<file path="src/rtl/locker_code_sender.sv">
// ============================================================================
// Module   : locker_code_sender
// Brief    : Initiator for the two-step combination lock. It sequences
//            reset/digit strobes, retries on lock error and reports the
//            outcome as ok, fail or timeout.
// Revision : 1.0 - initial release
// ============================================================================
`default_nettype none

module locker_code_sender #(
  parameter int MAX_RETRY = 1,
  parameter int TIMEOUT   = 8
) (
  input  logic clk,
  input  logic reset,
  input  logic start,
  input  logic code1,
  input  logic code2,
  input  logic lock_open,
  input  logic lock_error,
  output logic lock_rst,
  output logic comb1,
  output logic comb2,
  output logic enter,
  output logic busy,
  output logic done,
  output logic ok,
  output logic fail,
  output logic tmo
);

  localparam int AW = (MAX_RETRY > 0) ? $clog2(MAX_RETRY + 1) : 1;
  localparam int CW = (TIMEOUT > 1) ? $clog2(TIMEOUT) : 1;
  localparam logic [AW-1:0] c_max_retry = AW'(MAX_RETRY);
  localparam logic [CW-1:0] c_wait_last = CW'(TIMEOUT - 1);

  typedef enum logic [2:0] {
    S_IDLE = 3'd0,
    S_LRST = 3'd1,
    S_E1   = 3'd2,
    S_G1   = 3'd3,
    S_E2   = 3'd4,
    S_G2   = 3'd5,
    S_WAIT = 3'd6,
    S_DONE = 3'd7
  } state_t;

  state_t        r_state;
  logic          r_code1;
  logic          r_code2;
  logic [AW-1:0] r_attempts;
  logic [CW-1:0] r_wcnt;
  logic          r_lock_rst;
  logic          r_comb1;
  logic          r_comb2;
  logic          r_enter;
  logic          r_busy;
  logic          r_done;
  logic          r_ok;
  logic          r_fail;
  logic          r_tmo;

  state_t w_next;
  logic   w_err;
  logic   w_retry;
  logic   w_set_ok;
  logic   w_set_fail;
  logic   w_set_tmo;

  // Error wins over open when both are seen in the same cycle.
  always_comb begin
    w_next    = r_state;
    w_err     = 1'b0;
    w_set_ok  = 1'b0;
    w_set_tmo = 1'b0;
    case (r_state)
      S_IDLE: if (start) w_next = S_LRST;
      S_LRST: w_next = S_E1;
      S_E1:   w_next = S_G1;
      S_G1:   if (lock_error) w_err = 1'b1; else w_next = S_E2;
      S_E2:   if (lock_error) w_err = 1'b1; else w_next = S_G2;
      S_G2: begin
        if (lock_error) begin
          w_err = 1'b1;
        end else if (lock_open) begin
          w_set_ok = 1'b1;
          w_next   = S_DONE;
        end else begin
          w_next = S_WAIT;
        end
      end
      S_WAIT: begin
        if (lock_error) begin
          w_err = 1'b1;
        end else if (lock_open) begin
          w_set_ok = 1'b1;
          w_next   = S_DONE;
        end else if (r_wcnt == c_wait_last) begin
          w_set_tmo = 1'b1;
          w_next    = S_DONE;
        end
      end
      S_DONE:  w_next = S_IDLE;
      default: w_next = S_IDLE;
    endcase
    w_retry    = w_err && (r_attempts < c_max_retry);
    w_set_fail = w_err && !w_retry;
    if (w_err) w_next = w_retry ? S_LRST : S_DONE;
  end

  // Outputs are decoded from the state being entered so they line up with it.
  always_ff @(posedge clk) begin
    if (reset) begin
      r_state    <= S_IDLE;
      r_code1    <= 1'b0;
      r_code2    <= 1'b0;
      r_attempts <= '0;
      r_wcnt     <= '0;
      r_lock_rst <= 1'b0;
      r_comb1    <= 1'b0;
      r_comb2    <= 1'b0;
      r_enter    <= 1'b0;
      r_busy     <= 1'b0;
      r_done     <= 1'b0;
      r_ok       <= 1'b0;
      r_fail     <= 1'b0;
      r_tmo      <= 1'b0;
    end else begin
      r_state    <= w_next;
      r_lock_rst <= (w_next == S_LRST);
      r_comb1    <= (w_next == S_E1) && r_code1;
      r_comb2    <= (w_next == S_E2) && r_code2;
      r_enter    <= (w_next == S_E1) || (w_next == S_E2);
      r_busy     <= (w_next != S_IDLE);
      r_done     <= (w_next == S_DONE);

      if ((r_state == S_WAIT) && (w_next == S_WAIT)) r_wcnt <= r_wcnt + 1'b1;
      else r_wcnt <= '0;

      if ((r_state == S_IDLE) && start) begin
        r_code1    <= code1;
        r_code2    <= code2;
        r_attempts <= '0;
        r_ok       <= 1'b0;
        r_fail     <= 1'b0;
        r_tmo      <= 1'b0;
      end
      if (w_retry)    r_attempts <= r_attempts + 1'b1;
      if (w_set_ok)   r_ok       <= 1'b1;
      if (w_set_fail) r_fail     <= 1'b1;
      if (w_set_tmo)  r_tmo      <= 1'b1;
    end
  end

  assign lock_rst = r_lock_rst;
  assign comb1    = r_comb1;
  assign comb2    = r_comb2;
  assign enter    = r_enter;
  assign busy     = r_busy;
  assign done     = r_done;
  assign ok       = r_ok;
  assign fail     = r_fail;
  assign tmo      = r_tmo;

endmodule

`default_nettype wire

</file>
<file path="config.mk">
export PLATFORM = sky130hd
export DESIGN_NAME = locker_code_sender
export DESIGN_NICKNAME = d
export VERILOG_FILES = /design/src/rtl/locker_code_sender.sv
export SDC_FILE = /design/constraint.sdc
export NUM_CORES = 1
export LEC_CHECK = 0
export ABC_AREA = 1
export CAP_MARGIN = 15
export CORE_MARGIN = 3
export CORE_UTILIZATION = 48
export CTS_CLUSTER_DIAMETER = 150
export DETAILED_ROUTE_END_ITERATION = 16
export PLACE_DENSITY = 0.74
export SKIP_CTS_REPAIR_TIMING = 1
export SLEW_MARGIN = 20
export SYNTH_ARGS = -nofsm -noshare
export SYNTH_HDL_FRONTEND = slang
export SYNTH_SLANG_ARGS = --single-unit
</file>
<file path="constraint.sdc">
create_clock -name clk -period 1.77 [get_ports clk]
set_input_delay 0.177 -clock clk [delete_from_list [all_inputs] [get_ports clk]]
set_output_delay 0.177 -clock clk [all_outputs]
set_load 0.05 [all_outputs]
</file>
# [After elaboration in Yosys (flattened, before gate mapping)]
# Index checks and enable logic that the tools add are counted.
[word_totals] mem_bits_rw=0 romBits=0 regBits=18 input_bits=7 elab_cells=73 latch_bits=0 out_inout_bits=9 memories=0
[classes] shifts=0 multipliers=0 n_eq_ne=13 div_mod_pow=0 n_bitwise=1 addsub=2 reduce_logical=17 n_mux=25 n_lt_le_gt_ge=1
[op_table] op="$mux 3" count=9
[op_table] op="$eq 3x3->1 const B" count=8
[op_table] op="$pmux 3 s8" count=1
[op_table] op="$mux 1" count=15
[op_table] op="$eq 3x2->1 const B" count=3
[op_table] op="$reduce_bool 2->1" count=4
[op_table] op="$eq 3x1->1 const B" count=2
[op_table] op="$logic_and 1x1->1" count=6
[op_table] op="$reduce_or 2->1" count=2
[op_table] op="$reduce_or 4->1" count=1
[op_table] op="$add 3x1->3 const B" count=1
[op_table] op="$logic_not 3->1" count=1
[op_table] op="$reduce_bool 3->1" count=1
[op_table] op="$add 1x1->1 const B" count=1
[op_table] op="$logic_not 1->1" count=1
[op_table] op="$logic_or 1x1->1" count=1
[op_table] op="$lt 1x1->1 const B" count=1
[op_table] op="$not 1->1" count=1

# [Longest topological paths before layout]
# Gate-level depths: netlist of run 1.
[depth] word_depth=10 mapped_depth=12 mapped_depth_nobuf=12

# [Least setup slack after synthesis of run 1]
# OpenSTA, ideal clock, no wires.
[synth_path] path_kind="reg-to-reg" from="register r_wcnt[0]" to="register r_busy, in the netlist busy" stages_incl_launch_ff=13 t_arrival_ns=1.186 required_ns=1.655 synth_period_minus_slack_ns=1.301 setup_time_ns=0.115 path_buffers=0 slack_ns=0.469 path_cell_list="dfxtp_1 -> ha_1 -> ha_1 -> inv_1 -> nand2_1 -> nand2_1 -> nand2_1 -> nand2_2 -> nand2_2 -> nor2_4 -> nand2_1 -> nand2_1 -> nand2_1"
[synth_between] elab_chain_len=7
[synth_rtl] element="start, declared" line="52" source="logic [CW-1:0] r_wcnt;"
[synth_rtl] element="start signal, assigned" line="137" source="if ((r_state == S_WAIT) && (w_next == S_WAIT)) r_wcnt <= r_wcnt + 1'b1;"
[synth_rtl] element="$eq 3x3->1" line="98" source="end else if (r_wcnt == c_wait_last) begin"
[synth_rtl] element="$mux 3" line="98"
[synth_rtl] element="$mux 3" line="95" source="end else if (lock_open) begin"
[synth_rtl] element="$mux 3" line="93" source="if (lock_error) begin"
[synth_rtl] element="$pmux 3 s8" line="76" source="case (r_state)"
[synth_rtl] element="$mux 3" line="108" source="if (w_err) w_next = w_retry ? S_LRST : S_DONE;"
[synth_rtl] element="$reduce_bool 3->1" line="134" source="r_busy <= (w_next != S_IDLE);"
[synth_rtl] element="end signal, assigned" line="134"
[synth_rtl] element="end, declared" line="57" source="logic r_busy;"
# Every way passes these cells.
# A chain may end at the register's enable or synchronous reset.

# [Final worst setup path of run 1]
[layout_path] from="register r_tmo, in the netlist tmo" to="output tmo"
[layout_lines] element="start, declared" line="61" source="logic r_tmo;"
[layout_lines] element="start signal, assigned" line="127" source="r_tmo <= 1'b0;"
[layout_lines] element="start signal, assigned" line="146" source="r_tmo <= 1'b0;"
[layout_lines] element="start signal, assigned" line="151" source="if (w_set_tmo) r_tmo <= 1'b1;"
[layout_lines] element="end, declared" line="29" source="output logic tmo"
# No word-level cell between the ends.

==> results.sh, run 1 <==
export IMPL_grt_pass1_wl_um=2780
export IMPL_post_drt_wl_per_cell_um=12.2
export IMPL_fin_crit_sh_pct=92.4
export IMPL_via_per_inst=5.42
export IMPL_synth_seq_cells=18
export IMPL_synth_area_leaders="dfxtp_1, nand2_1, inv_1"
export IMPL_cts_made_buffers=3
export IMPL_synth_area_sq_um=783
export IMPL_leakage_uw=0.000407
export IMPL_slew_viol_final=0
export IMPL_stdcell_count=130
export IMPL_firstDrtPassIters=4
export IMPL_path_clk_slew_ps=110
export IMPL_path_buf_inv=1
export IMPL_final_area_sq_um=977
export IMPL_min_path_type="flip-flop to flip-flop"
export IMPL_gp_congestion=0.870
export IMPL_p_per_area_nw_per_um2=900
export IMPL_grt_overflow=0
export IMPL_r2r_cells=11
export IMPL_htreeDepth=1
export IMPL_vdd_drop_max_v=0.000673
export IMPL_die_w_um=46.4
export IMPL_core_area_sq_um=1420
export IMPL_synth_top_area_share_pct=46.0
export IMPL_io_pins=16
export IMPL_cts_root_buf="clkbuf_4"
export IMPL_syn_num_nets=107
export IMPL_drv_cap=0
export IMPL_crit_start="tmo"
export IMPL_initialDrtViolationCount=44
export IMPL_crit_path_end="tmo"
export IMPL_period_minus_slack_ps=1630
export IMPL_path_depth=1
export IMPL_initial_core_util_pct=55.3
export IMPL_syn_avg_cell_area_sq_um=7.99
export IMPL_grt_max_degree=11
export IMPL_worstReg2RegStart="r_wcnt[0]"
export IMPL_crit_fanout=2
export IMPL_arrival_ps=1460
export IMPL_syn_to_final_growth_pct=24.8
export IMPL_setup_violations=0
export IMPL_timing_rr_end="r_wcnt[0]"
export IMPL_synth_area_leader_cell="dfxtp_1"
export IMPL_clock_sinks=18
export IMPL_hpwl_um=1160
export IMPL_die_y_um=46.4
export IMPL_critical_path_top_delay_family="buffers and inverters"
export IMPL_r2r_slack_ps=350
export IMPL_yosys_warnings=0
export IMPL_layout_drive_gt1_share_pct=13.9
export IMPL_dpl_cell_area_sq_um=941
export IMPL_clockBufferDepth=2
export IMPL_final_util_pct=69.1
export IMPL_hold_viol=0
export IMPL_final_nets=125
export IMPL_hold_depth=1
export IMPL_grt_pass1_vias=667
export IMPL_io_buffers=15
export IMPL_startpoint_type="flip-flop"
export IMPL_tritoncts="done"
export IMPL_clock_skew_ps=9.68
export IMPL_status="completed"
export IMPL_path_cells="clkdlybuf4s50_1"
export IMPL_grt_usage_pct=18.3
export IMPL_dr_total_vias=704
export IMPL_power_uw=879
export IMPL_antenna_found_initial=0
export IMPL_fmax_mhz=612
export IMPL_relSlewSlack_pct=65.9
export IMPL_worst_pin_slew_ps=510
export IMPL_tns_ps=0
export IMPL_crit_path_max_incr_delay_ps=810
export IMPL_wl_um=1590
export IMPL_critical_path_class="flip-flop to output port"
export IMPL_insertion_delay_ps=300
export IMPL_post_route_drc_count=0
export IMPL_antenna_cells=0
export IMPL_grt_setup_unrepaired="false"
export IMPL_ant_nets=0
export IMPL_endpoint_kind="output port"
export IMPL_worstPathRequired_ps=1590
export IMPL_placedCellCount=126
export IMPL_rows=13
export IMPL_synthDistinctLibCells=22
export IMPL_final_cell_mix="nand2_1, dfxtp_1, clkdlybuf4s50_1"
export IMPL_slowest_stage="clkdlybuf4s50_1"
export IMPL_dieArea_sq_um=2150
export IMPL_yosysSeqAreaShare_pct=46.0
export IMPL_synthCells=98
per-stage QoR:
stage	hold slack (ps)	setup WS (ps)
6_report	427	135
4_1_cts	426	129
3_5_place_dp	411	259
5_1_grt	460	87.6
2_1_floorplan	337	469
3_3_place_gp	410	307
logic make-up (layout without fill, tap and decap cells):
group | count (synthesis) | count (layout) | synth area share [%]
buffers and inverters | 15 | 32 | 8.15
and+or+nand+nor | 50 | 50 | 33.7
DFF | 18 | 18 | 46.0
adders and majority gates | 2 | 2 | 3.19
AOI/OAI and AO/OA | 13 | 13 | 8.95
routing by layer:
metal / vias to the layer above / track usage (%) / wire (um)
li1: 349 / - / -
met5: - / 0 / 0
met2: 37 / 28.3 / 753
met3: 5 / 5.08 / 117
met4: 0 / 8.52 / 28
met1: 313 / 23.3 / 686
power by group:
group | switching (uW) | internal [uW] | leakage [uW]
clock network | 131 | 126 | 0.0000210
logic | 112 | 63.6 | 0.000239
registers | 19.6 | 428 | 0.000147
synthesized netlist by cell type (all sizes together):
cell type  number
nor2           13
a21oi           8
nand3           8
dfxtp          18
ha              2
clkbuf          1
nand4           3
o21bai          1
buf             2
inv            12
nand2          22
o211ai          1
nor3            4
o21ai           3
state kept, by name, indices dropped and copies added (netlist names):
| name | cells |
|---|---|
| fail | 1 |
| r_wcnt | 3 |
| r_state | 3 |
| comb1 | 1 |
| ok | 1 |
| enter | 1 |
| r_code2 | 1 |
| busy | 1 |
| r_code1 | 1 |
| comb2 | 1 |
| done | 1 |
| r_attempts | 1 |
| tmo | 1 |
| lock_rst | 1 |
worst reg2reg max path, cell delays in order, from the launching register on:
cell	delay, ps
dfxtp_1	320
ha_1	190
ha_1	200
inv_1	60
nand2_1	40
nand2_1	60
nand2_1	60
nand2_2	60
nand2_2	60
nor2_4	120
nand3_2	100
nor2_1	100
worst min path at each step:
stage | end | start | slack (ps)
after detailed placement | r_wcnt[0] | r_wcnt[0] | 410
final | r_wcnt[0] | r_wcnt[0] | 430
after CTS | r_wcnt[0] | r_wcnt[0] | 430
after global routing | r_wcnt[0] | r_wcnt[0] | 460
after floorplan | ok | lock_open | 340
after global placement | r_wcnt[0] | r_wcnt[0] | 410
final cells by class:
cell class                 instances  area (sq um)
sequential                        18           360
multi-input combinational         65           359
fill                             116           438
timing repair buffer              16           158
inverter                          12          45.0
clock buffer                       4          36.3
tap                               15          18.8
No activity file was read; power rests on OpenSTA's default activity.
==> inputs of run 2 (changes only) <==
==> constraint.sdc (replaced) <==
create_clock -name clk -period 1.77 [get_ports clk]
set_input_delay 0.2655 -clock clk [delete_from_list [all_inputs] [get_ports clk]]
set_output_delay 0.2655 -clock clk [all_outputs]
set_load 0.05 [all_outputs]
==> results.sh, run 2 (synthesis gave the netlist of run 1 again) <==
export IMPL_status="completed"
export IMPL_io_buffers=15
export IMPL_grt_met3_usage_pct=2.34
export IMPL_hold_viol=0
export IMPL_crit_path_max_incr_delay_ps=810
export IMPL_core_area_sq_um=1420
export IMPL_grt_max_degree=11
export IMPL_leakage_uw=0.000409
export IMPL_wl_um=1530
export IMPL_relSlewSlack_pct=66.3
export IMPL_grt_pass1_wl_um=2540
export IMPL_fin_crit_sh_pct=96.2
export IMPL_worstPathRequired_ps=1500
export IMPL_tritoncts="done"
export IMPL_p_per_area_nw_per_um2=888
export IMPL_initial_core_util_pct=55.3
export IMPL_setup_violations=0
export IMPL_grt_use_met1_pct=19.5
export IMPL_startpoint_type="flip-flop"
export IMPL_dieArea_sq_um=2150
export IMPL_die_w_um=46.4
export IMPL_clock_sinks=18
export IMPL_tns_ps=0
export IMPL_cts_made_buffers=3
export IMPL_min_path_type="flip-flop to flip-flop"
export IMPL_io_pins=16
export IMPL_antenna_found_initial=0
export IMPL_largestRegisters="r_state: 3 flops, r_wcnt: 3 flops"
export IMPL_clock_skew_ps=9.08
export IMPL_dr_total_vias=652
export IMPL_slowest_stage="clkdlybuf4s50_1"
export IMPL_period_minus_slack_ps=1700
export IMPL_crit_start="tmo"
export IMPL_rows=13
export IMPL_timing_rr_end="busy"
export IMPL_crit_fanout=2
export IMPL_hpwl_um=1130
export IMPL_path_clk_slew_ps=100
export IMPL_worstReg2RegStart="r_wcnt[0]"
export IMPL_hold_start="r_wcnt[0]"
export IMPL_grt_setup_unrepaired="false"
export IMPL_post_drt_wl_per_cell_um=11.8
export IMPL_grt_busiest_layer="met2"
export IMPL_r2r_cells=12
export IMPL_die_y_um=46.4
export IMPL_ant_nets=0
export IMPL_layout_drive_gt1_share_pct=14.8
export IMPL_grt_usage_pct=16.9
export IMPL_final_nets=125
export IMPL_syn_to_final_growth_pct=24.4
export IMPL_path_depth=1
export IMPL_firstDrtPassIters=4
export IMPL_insertion_delay_ps=290
export IMPL_grt_pass1_vias=629
export IMPL_met2_usage_pct=29.7
export IMPL_path_buf_inv=1
export IMPL_antenna_cells=0
export IMPL_slew_viol_final=0
export IMPL_path_cells="clkdlybuf4s50_1"
export IMPL_vdd_drop_max_v=0.000537
export IMPL_htreeDepth=1
export IMPL_hold_depth=1
export IMPL_cts_root_buf="clkbuf_4"
export IMPL_grt_overflow=0
export IMPL_drv_cap=0
export IMPL_final_cell_mix="nand2_1, dfxtp_1, clkdlybuf4s50_1"
export IMPL_gp_congestion=0.876
export IMPL_via_per_inst=5.02
export IMPL_clockBufferDepth=2
export IMPL_r2r_slack_ps=310
export IMPL_crit_path_end="tmo"
export IMPL_arrival_ps=1440
export IMPL_critical_path_class="flip-flop to output port"
export IMPL_endpoint_kind="output port"
export IMPL_final_util_pct=68.9
export IMPL_critical_path_top_delay_family="buffers and inverters"
export IMPL_worst_pin_slew_ps=503
export IMPL_initialDrtViolationCount=15
export IMPL_post_route_drc_count=0
export IMPL_fmax_mhz=587
## run 2: cell types whose count changed in the layout (fill, tap and decap cells not counted)
cell,delta
buf_4,+1
clkdlybuf4s50_1,-1
## run 2: per-stage QoR
step / hold slack [ps] / total power, uW / setup slack [ps] / instances / cell area [sq um]
after floorplan: 397 / 581 / 469 / 98 / 783
after global routing: 449 / 905 / 16.6 / 130 / 975
after detailed placement: 419 / 628 / 189 / 126 / 938
after CTS: 434 / 870 / 56.6 / 130 / 975
after global placement: 421 / 628 / 211 / 126 / 938
final: 430 / 865 / 66.9 / 130 / 975
## run 2: worst min-delay path by stage
stage	to	slack (ps)
final	r_wcnt[0]	430
after global routing	r_wcnt[0]	450
after CTS	r_wcnt[0]	430
after detailed placement	r_wcnt[0]	420
after global placement	r_wcnt[0]	420
after floorplan	r_wcnt[0]	400
## run 2: power breakdown
group | leakage (uW) | internal (uW) | switching, uW | total, uW
registers | 0.000147 | 427 | 18.5 | 446
logic | 0.000241 | 63.6 | 111 | 174
clock network | 0.0000210 | 125 | 120 | 245
## run 2: routing by layer
layer  up-vias  wire [um]  part of all wire [%]
li1        350          -                     -
met1       276        688                    45
met5         -          0                     0
met4         0         13                  0.85
met3         2         99                   6.5
met2        24        729                    48
## run 2: cell type report
type	count	area, sq um
multi-input combinational	65	359
tap	15	18.8
clock buffer	4	36.3
sequential	18	360
timing repair buffer	16	155
inverter	12	45.0
fill	115	440
==> inputs of run 3 (changes only) <==
--- a/config.mk
+++ b/config.mk
@@ -7,8 +7,10 @@
 export LEC_CHECK = 0
 export ABC_AREA = 1
 export CAP_MARGIN = 15
+export CELL_PAD_IN_SITES_DETAIL_PLACEMENT = 1
+export CELL_PAD_IN_SITES_GLOBAL_PLACEMENT = 1
 export CORE_MARGIN = 3
-export CORE_UTILIZATION = 48
+export CORE_UTILIZATION = 35
 export CTS_CLUSTER_DIAMETER = 150
 export DETAILED_ROUTE_END_ITERATION = 16
 export PLACE_DENSITY = 0.74
==> results.sh, run 3 (synthesis gave the netlist of run 1 again) <==
export IMPL_p_sw_uw=269
export IMPL_r2r_cells=11
export IMPL_placedCellCount=139
export IMPL_grt_overflow=0
export IMPL_dr_total_vias=693
export IMPL_syn_to_final_growth_pct=27.3
export IMPL_grt_busiest_layer="met2"
export IMPL_r2r_slack_ps=280
export IMPL_clkPwrFrac_pct=29.0
export IMPL_core_area_sq_um=2040
export IMPL_clockBufferDepth=2
export IMPL_final_nets=126
export IMPL_fin_crit_sh_pct=96.6
export IMPL_post_drt_wl_per_cell_um=13.5
export IMPL_grt_met3_usage_pct=2.54
export IMPL_slew_viol_final=0
export IMPL_endpoint_kind="output port"
export IMPL_tns_ps=0
export IMPL_clock_skew_ps=3.48
export IMPL_setup_violations=0
export IMPL_path_depth=1
export IMPL_layout_drive_gt1_share_pct=15.5
export IMPL_dieArea_sq_um=2840
export IMPL_clock_sinks=18
export IMPL_cts_root_buf="clkbuf_4"
export IMPL_antenna_cells=0
export IMPL_leakage_uw=0.000414
export IMPL_critical_path_class="flip-flop to output port"
export IMPL_hpwl_um=1400
export IMPL_grt_setup_unrepaired="false"
export IMPL_whs_ps=446
export IMPL_worstReg2RegStart="r_wcnt[0]"
export IMPL_path_cells="clkdlybuf4s50_1"
export IMPL_p_per_area_nw_per_um2=890
export IMPL_largestRegisters="r_state: 3 flops, r_wcnt: 3 flops"
export IMPL_fmax_mhz=585
export IMPL_met2_usage_pct=27.8
export IMPL_io_buffers=15
export IMPL_path_buf_inv=1
export IMPL_die_y_um=53.3
export IMPL_relSlewSlack_pct=66.7
export IMPL_crit_start="ok"
export IMPL_path_clk_slew_ps=110
export IMPL_antenna_found_initial=0
export IMPL_critical_path_top_delay_family="buffers and inverters"
export IMPL_stdcell_count=143
export IMPL_via_per_inst=4.85
export IMPL_grt_pass1_wl_um=3240
export IMPL_ant_nets=0
export IMPL_crit_path_end="ok"
export IMPL_startpoint_type="flip-flop"
export IMPL_arrival_ps=1440
export IMPL_grt_use_met1_pct=19.1
export IMPL_status="completed"
export IMPL_cts_made_buffers=3
export IMPL_wl_um=1920
export IMPL_pwr_share_comb_pct=20.4
export IMPL_final_cell_mix="nand2_1, dfxtp_1, clkdlybuf4s50_1"
export IMPL_slowest_stage="clkdlybuf4s50_1"
export IMPL_post_route_drc_count=0
export IMPL_hold_viol=0
export IMPL_crit_fanout=2
export IMPL_firstDrtPassIters=4
export IMPL_power_uw=887
export IMPL_worstPathRequired_ps=1500
export IMPL_die_w_um=53.3
export IMPL_vdd_drop_max_v=0.000579
export IMPL_gp_congestion=0.815
export IMPL_worst_pin_slew_ps=498
export IMPL_seq_power_share_pct=50.6
export IMPL_p_sw_share_pct=30.3
export IMPL_hold_depth=1
export IMPL_initial_core_util_pct=38.4
export IMPL_insertion_delay_ps=290
export IMPL_initialDrtViolationCount=3
export IMPL_grt_max_degree=11
export IMPL_rows=16
export IMPL_drv_cap=0
export IMPL_tritoncts="done"
export IMPL_grt_usage_pct=15.8
export IMPL_p_int_uw=618
export IMPL_grt_pass1_vias=704
export IMPL_min_path_type="flip-flop to flip-flop"
export IMPL_period_minus_slack_ps=1710
export IMPL_io_pins=16
export IMPL_htreeDepth=1
export IMPL_crit_path_max_incr_delay_ps=800
export IMPL_nFillCells=267
export IMPL_timing_rr_end="r_wcnt[0]"
[run 3: cell types whose count changed in the layout (fill, tap and decap cells not counted)]
cell   delta
buf_4     +1
[run 3: final cells by class]
type                    instances  area, sq um  share of cell area [%]
multi-input cells              65          359                    36.0
clock buffers                   4         36.3                    3.64
inverters                      12         45.0                    4.52
flip-flops and latches         18          360                    36.1
repair buffers                 17          163                    16.3
well taps                      27         33.8                    3.39
[run 3: power groups by stage]
stage                     registers (uW)  clock network (uW)  logic (uW)
after floorplan                      480                   0         101
after global placement               457                   0         176
after detailed placement             457                   0         180
after CTS                            449                 267         183
after global routing                 452                 284         198
final                                449                 257         181
[run 3: through the flow]
stage | cell area [sq um] | setup slack (ps) | utilization [%]
2_1_floorplan | 783 | 469 | -
3_3_place_gp | 961 | 202 | 47.1
3_5_place_dp | 961 | 138 | 47.1
4_1_cts | 997 | 40.8 | 48.8
5_1_grt | 997 | 0.630 | 48.8
6_report | 997 | 61.1 | 48.8
[run 3: metal layers]
metal  up-vias  share of wire (%)
met5         -                  0
met1       320                 44
met4         0               0.83
met3         2                5.4
li1        353                  -
met2        18                 49
[run 3: how the worst min path moves through the flow]
stage	start	to	slack, ps
final	r_wcnt[0]	r_wcnt[0]	450
after global routing	r_wcnt[0]	r_wcnt[0]	460
after CTS	r_wcnt[0]	r_wcnt[0]	450
after detailed placement	r_wcnt[0]	r_wcnt[0]	430
after global placement	r_wcnt[0]	r_wcnt[0]	410
after floorplan	r_wcnt[0]	r_wcnt[0]	400
